===== config.mk =====
export PLATFORM = sky130hd
export DESIGN_NAME = bcd_display_scan
export DESIGN_NICKNAME = d
export VERILOG_FILES = /design/src/rtl/bcd_display_scan_pkg.sv /design/src/rtl/bcd_display_scan_seg7_decode.sv /design/src/rtl/bcd_display_scan.sv
export SDC_FILE = /design/constraint.sdc
export NUM_CORES = 1
export LEC_CHECK = 0
export ABC_CLOCK_PERIOD_IN_PS = 2300
export CELL_PAD_IN_SITES_DETAIL_PLACEMENT = 1
export CELL_PAD_IN_SITES_GLOBAL_PLACEMENT = 2
export CORE_MARGIN = 2
export CORE_UTILIZATION = 34
export CTS_BUF_LIST = sky130_fd_sc_hd__clkbuf_2
export DETAILED_ROUTE_END_ITERATION = 12
export PLACE_DENSITY_LB_ADDON = 0.1
export SLEW_MARGIN = 20
export SYNTH_ARGS = -nofsm -noshare
export SYNTH_HDL_FRONTEND = slang
export SYNTH_SLANG_ARGS = --single-unit

===== constraint.sdc =====
create_clock -name clk -period 2.3 [get_ports clk]
set_input_delay 0.46 -clock clk [delete_from_list [all_inputs] [get_ports clk]]
set_output_delay 0.46 -clock clk [all_outputs]
set_load 0.02 [all_outputs]

===== src/rtl/bcd_display_scan_pkg.sv =====
// Shared types and constants for the two-digit multiplexed BCD display scanner.
`timescale 1ns/1ps
package bcd_display_scan_pkg;

    typedef enum logic [1:0] {
        OFF   = 2'd0,
        UNITS = 2'd1,
        TENS  = 2'd2
    } state_t;

    localparam logic [6:0] SEG_BLANK = 7'h7F;
    localparam logic [6:0] SEG_DASH  = 7'h3F;

    // Active-low {g,f,e,d,c,b,a}; non-decimal nibbles render as a dash.
    localparam logic [6:0] SEG_GLYPH [16] = '{
        7'h40, 7'h79, 7'h24, 7'h30, 7'h19, 7'h12, 7'h02, 7'h78,
        7'h00, 7'h10, SEG_DASH, SEG_DASH, SEG_DASH, SEG_DASH, SEG_DASH, SEG_DASH
    };

    localparam logic [1:0] AN_NONE  = 2'b11;
    localparam logic [1:0] AN_UNITS = 2'b10;
    localparam logic [1:0] AN_TENS  = 2'b01;

    function automatic logic nibble_bad(input logic [3:0] nib);
        return nib > 4'd9;
    endfunction

endpackage


===== src/rtl/bcd_display_scan_seg7_decode.sv =====
// Combinational nibble to active-low seven-segment pattern.
`timescale 1ns/1ps
module seg7_decode
    import bcd_display_scan_pkg::*;
(
    input  logic [3:0] nibble,
    output logic [6:0] seg_n
);

    always_comb begin
        seg_n = SEG_GLYPH[nibble];
    end

endmodule


===== src/rtl/bcd_display_scan.sv =====
// Two-digit BCD display scanner: alternates units/tens slots with a dark guard
// window at each slot start, and only swaps the shown value between frames.
`timescale 1ns/1ps
module bcd_display_scan
    import bcd_display_scan_pkg::*;
#(
    parameter int CLK_DIV = 50000,
    parameter int GUARD   = 2
) (
    input  logic       clk,
    input  logic       rst_n,
    input  logic       enable,
    input  logic       in_valid,
    input  logic [7:0] bcd_in,
    input  logic       blank_lz,
    output logic       in_ready,
    output logic [6:0] seg_n,
    output logic [1:0] an_n,
    output logic       digit_err
);

    localparam int               CNT_W     = $clog2(CLK_DIV);
    localparam logic [CNT_W-1:0] CNT_LAST  = CNT_W'(CLK_DIV - 1);
    localparam logic [CNT_W-1:0] CNT_GUARD = CNT_W'(GUARD);
    localparam logic [CNT_W-1:0] CNT_ONE   = CNT_W'(1);

    state_t           state_q, state_d;
    logic [CNT_W-1:0] cnt_q, cnt_d;
    logic [7:0]       disp_q, disp_d;
    logic [6:0]       seg_n_q, seg_n_d;
    logic [1:0]       an_n_q, an_n_d;
    logic             err_q, err_d;

    logic             frame_end;
    logic             boundary;
    logic             load;
    logic             dark;
    logic             tens_blank;
    logic [3:0]       active_nibble;
    logic [6:0]       glyph_n;

    assign frame_end = (state_q == TENS) && (cnt_q == CNT_LAST);
    assign boundary  = (state_q == OFF) || frame_end;
    // Reset gates acceptance so a held in_valid is not consumed while in reset.
    assign load      = rst_n && in_valid && boundary;
    assign in_ready  = load;

    always_comb begin
        state_d = state_q;
        cnt_d   = cnt_q;
        if (!enable) begin
            state_d = OFF;
            cnt_d   = '0;
        end else begin
            unique case (state_q)
                OFF: begin
                    state_d = UNITS;
                    cnt_d   = '0;
                end
                UNITS: begin
                    if (cnt_q == CNT_LAST) begin
                        state_d = TENS;
                        cnt_d   = '0;
                    end else begin
                        cnt_d = cnt_q + CNT_ONE;
                    end
                end
                TENS: begin
                    if (cnt_q == CNT_LAST) begin
                        state_d = UNITS;
                        cnt_d   = '0;
                    end else begin
                        cnt_d = cnt_q + CNT_ONE;
                    end
                end
                default: begin
                    state_d = OFF;
                    cnt_d   = '0;
                end
            endcase
        end
    end

    always_comb begin
        disp_d = load ? bcd_in : disp_q;
        err_d  = nibble_bad(disp_d[7:4]) || nibble_bad(disp_d[3:0]);
    end

    always_comb begin
        active_nibble = (state_q == TENS) ? disp_q[7:4] : disp_q[3:0];
    end

    seg7_decode u_seg7_decode (
        .nibble (active_nibble),
        .seg_n  (glyph_n)
    );

    // Dropping enable darkens the outputs on the same edge the state goes OFF.
    always_comb begin
        dark       = !enable || (state_q == OFF);
        tens_blank = (state_q == TENS) && blank_lz && (disp_q[7:4] == 4'd0);

        seg_n_d = glyph_n;
        if (dark || tens_blank) begin
            seg_n_d = SEG_BLANK;
        end

        an_n_d = AN_NONE;
        if (!dark && (cnt_q >= CNT_GUARD)) begin
            an_n_d = (state_q == TENS) ? AN_TENS : AN_UNITS;
        end
    end

    always_ff @(posedge clk) begin
        if (!rst_n) begin
            state_q <= OFF;
            cnt_q   <= '0;
            disp_q  <= 8'h00;
            seg_n_q <= SEG_BLANK;
            an_n_q  <= AN_NONE;
            err_q   <= 1'b0;
        end else begin
            state_q <= state_d;
            cnt_q   <= cnt_d;
            disp_q  <= disp_d;
            seg_n_q <= seg_n_d;
            an_n_q  <= an_n_d;
            err_q   <= err_d;
        end
    end

    assign seg_n     = seg_n_q;
    assign an_n      = an_n_q;
    assign digit_err = err_q;

endmodule

==> flow_summary.ini <==
[outcome]
status = finished, violations left
violations = negative setup slack

[detailed_routing]
viasPerCell = 5.04
top_layer_used = met4
ant_nets = 0
wl_met1_mm = 1.98
wl_per_cell_um = 14.7
drt_pass1_iterations = 4
route.met3.wl_um = 112
drc = 0
first_iter_violations = 40
postRouteWirelength_mm = 4.79
vias = 1638
wl_met2_mm = 2.59

[timing]
finalMaxSlewViolations = 0
max_clock_freq_mhz = 420
worst_pin_slew_ns = 0.574
fin_crit_sh_pct = 104
layout_min_cycle_time_ns = 2.38
setup_slack_ns = -0.0817
skew_ns = 0.0235
rsz0062_at_grt = true
final-setup-viol-count = 1
finalSetupTns_ns = -0.0817
hold_ws_ns = 0.518
slew_headroom_pct = 61.6
hold_viol = 0

[pwr]
p_seq_share_pct = 55.6
p_switching_uw = 286
power_density_nw_per_um2 = 499
ir_drop_uv = 204
p_clk_share_pct = 33.4
combPwrFrac_pct = 11.1
internal-power_uw = 876
p_sw_share_pct = 24.6
p_leak_uw = 0.000846

[die]
io_pins = 24
die_y_um = 76.0
initial_utilization_pct = 35.0
core_um2 = 5040
die_w_um = 76.0
rows = 26
dieArea_um2 = 5780

[hold_path]
hold_path_class = reg -> reg

[clocking]
cts.sinks = 36
cts.clk_slew.worst_paths_ns = 0.20
clock_tree.root_cell = clkbuf_2
htree_levels = 2
cts_buffers = 5
cts_max_path_buffers = 2
cts_tree = built
postCtsSetupBuffers = 0
insertion_delay_ns = 0.37
cts.hold.buffers_added = 0

[critical_path]
worst-path-max-fanout = 2
critPathLaunchType = register
worstSetupPathType = reg -> out
required_ns = 1.84
arrival_ns = 1.92
crit_path_end_kind = output port

[synth]
ys_ff_latch = 36
syn_area_um2 = 1760
yosys_warnings = 0
synthFlopType = dfxtp_1
synth_edf_count = 0
syn_inst = 201
avgSynthCellArea_um2 = 8.78
synth_cell_types = 34
async_flop_share_pct = 0
yosysSeqAreaShare_pct = 40.9
syn_nets = 224

[placement]
place_ws_ns = -0.321
port_buffers = 23
numPlacedInstances = 317
gp_congestion = 0.783
dp_hpwl_mm = 3.92

[final_layout]
num_antenna_cells = 0
fin_util_pct = 46.2
syn_to_final_growth_pct = 32.1
layout-drive-gt1-share_pct = 18.8
layout.nets = 277
fin_cells = 325

[grt]
grt_max_degree = 17
grt_pass1_wl_mm = 8.63
grt_overflow_total = 0
grt_pass1_vias = 1761
grt_usage_pct = 18.3
antenna_found_initial = 0

[run]
max_cap_violations = 0
==> path summary, 6_finish.rpt <==
path / endpoint / cells after the start / slack [ns] / from
min reg2reg: disp_q[0] / 2 / 0.52 / disp_q[0]
min: disp_q[0] / 2 / 0.52 / disp_q[0]
max: in_ready / 4 / -0.08 / cnt_q[10]
max reg2reg: cnt_q[9] / 5 / 0.23 / cnt_q[10]
==> power groups by stage <==
stage	Combinational, µW	Clock [µW]	Sequential, µW
finish	129	388	645
global route	142	442	648
CTS	130	405	646
detailed placement	129	0	659
global placement	123	0	657
floorplan	62.4	0	660
==> synthesized netlist by cell type, types with 2 or more instances <==
master | instances | area [µm²]
nand4_1 | 6 | 37.5
ha_1 | 10 | 125
a311oi_1 | 2 | 17.5
mux2_2 | 3 | 33.8
or4_4 | 2 | 22.5
o21ai_0 | 19 | 95.1
nand3_1 | 15 | 75.1
nor4_1 | 2 | 12.5
or3_1 | 3 | 18.8
dfxtp_1 | 36 | 721
inv_1 | 8 | 30.0
nor2_1 | 24 | 90.1
nand2_1 | 13 | 48.8
clkbuf_1 | 3 | 11.3
xor2_1 | 2 | 17.5
or2_2 | 3 | 18.8
xnor2_1 | 10 | 87.6
nor3_1 | 6 | 30.0
a211oi_1 | 2 | 15.0
a21oi_1 | 14 | 70.1
mux2i_1 | 5 | 50.1
==> cell usage in the layout (no fill, tap or decap), types with 2 or more instances in the layout <==
master and instances:
or4_4 2, clkbuf_2 5, or3_1 3, a21oi_1 14, a311oi_1 2, o21ai_0 19, nor2_2 2, ha_1 10
a211oi_1 2, nor4_1 2, xor2_1 2, clkinv_1 3, nand2_1 13, buf_4 27, nand4_1 6, mux2i_1 5
nor2_1 23, nor3_1 6, mux2_2 3, inv_1 8, dfxtp_1 35, or2_2 3, xnor2_1 10, clkdlybuf4s50_1 22
nand3_1 15
==> state kept, by name, summed over array words and instances (netlist names) <==
register	cells
seg_n	7
digit_err	1
an_n	2
disp_q	8
cnt_q	16
state_q	2
==> routing by layer <==
layer  vias up  track usage [%]
li1        820                -
met1       788             20.5
met2        21             34.1
met3         9             4.27
met4         0             6.18
met5         -                0
==> cells by family after synthesis <==
kind of cell	Yosys count	share of synthesized area, %
mux	8	4.75
simple gates	80	23.3
compound gates	42	14.8
xor+xnor	12	5.96
buf+inv	13	3.19
flops	36	40.9
fa+ha+maj	10	7.09
==> area by class of cell <==
cell class / instances / area [µm²]
fill: 610 / 2710
multi-input combinational: 152 / 990
sequential: 36 / 722
timing repair buffer: 50 / 434
tap: 70 / 87.6
clock inverter: 3 / 37.5
inverter: 9 / 33.8
clock buffer: 5 / 25.0
==> critical path, stage by stage (launching register included) <==
cell and delay (ns):
dfxtp_2 0.36, or4_4 0.53, o41a_1 0.38, nor2_2 0.16
buf_6 0.14
==> repair_timing <==
item,4_1_cts,5_1_grt
gates resized for setup,7,1
setup endpoints to repair,1,1
pin swaps,1,0
==> through the flow <==
stage / instance area (µm²) / total power, µW
after global placement: 2260 / 780
after global routing: 2330 / 1230
final: 2330 / 1160
after detailed placement: 2260 / 787
after CTS: 2330 / 1180
after floorplan: 1760 / 723
Note: power is estimated with default switching activity, not from simulation.
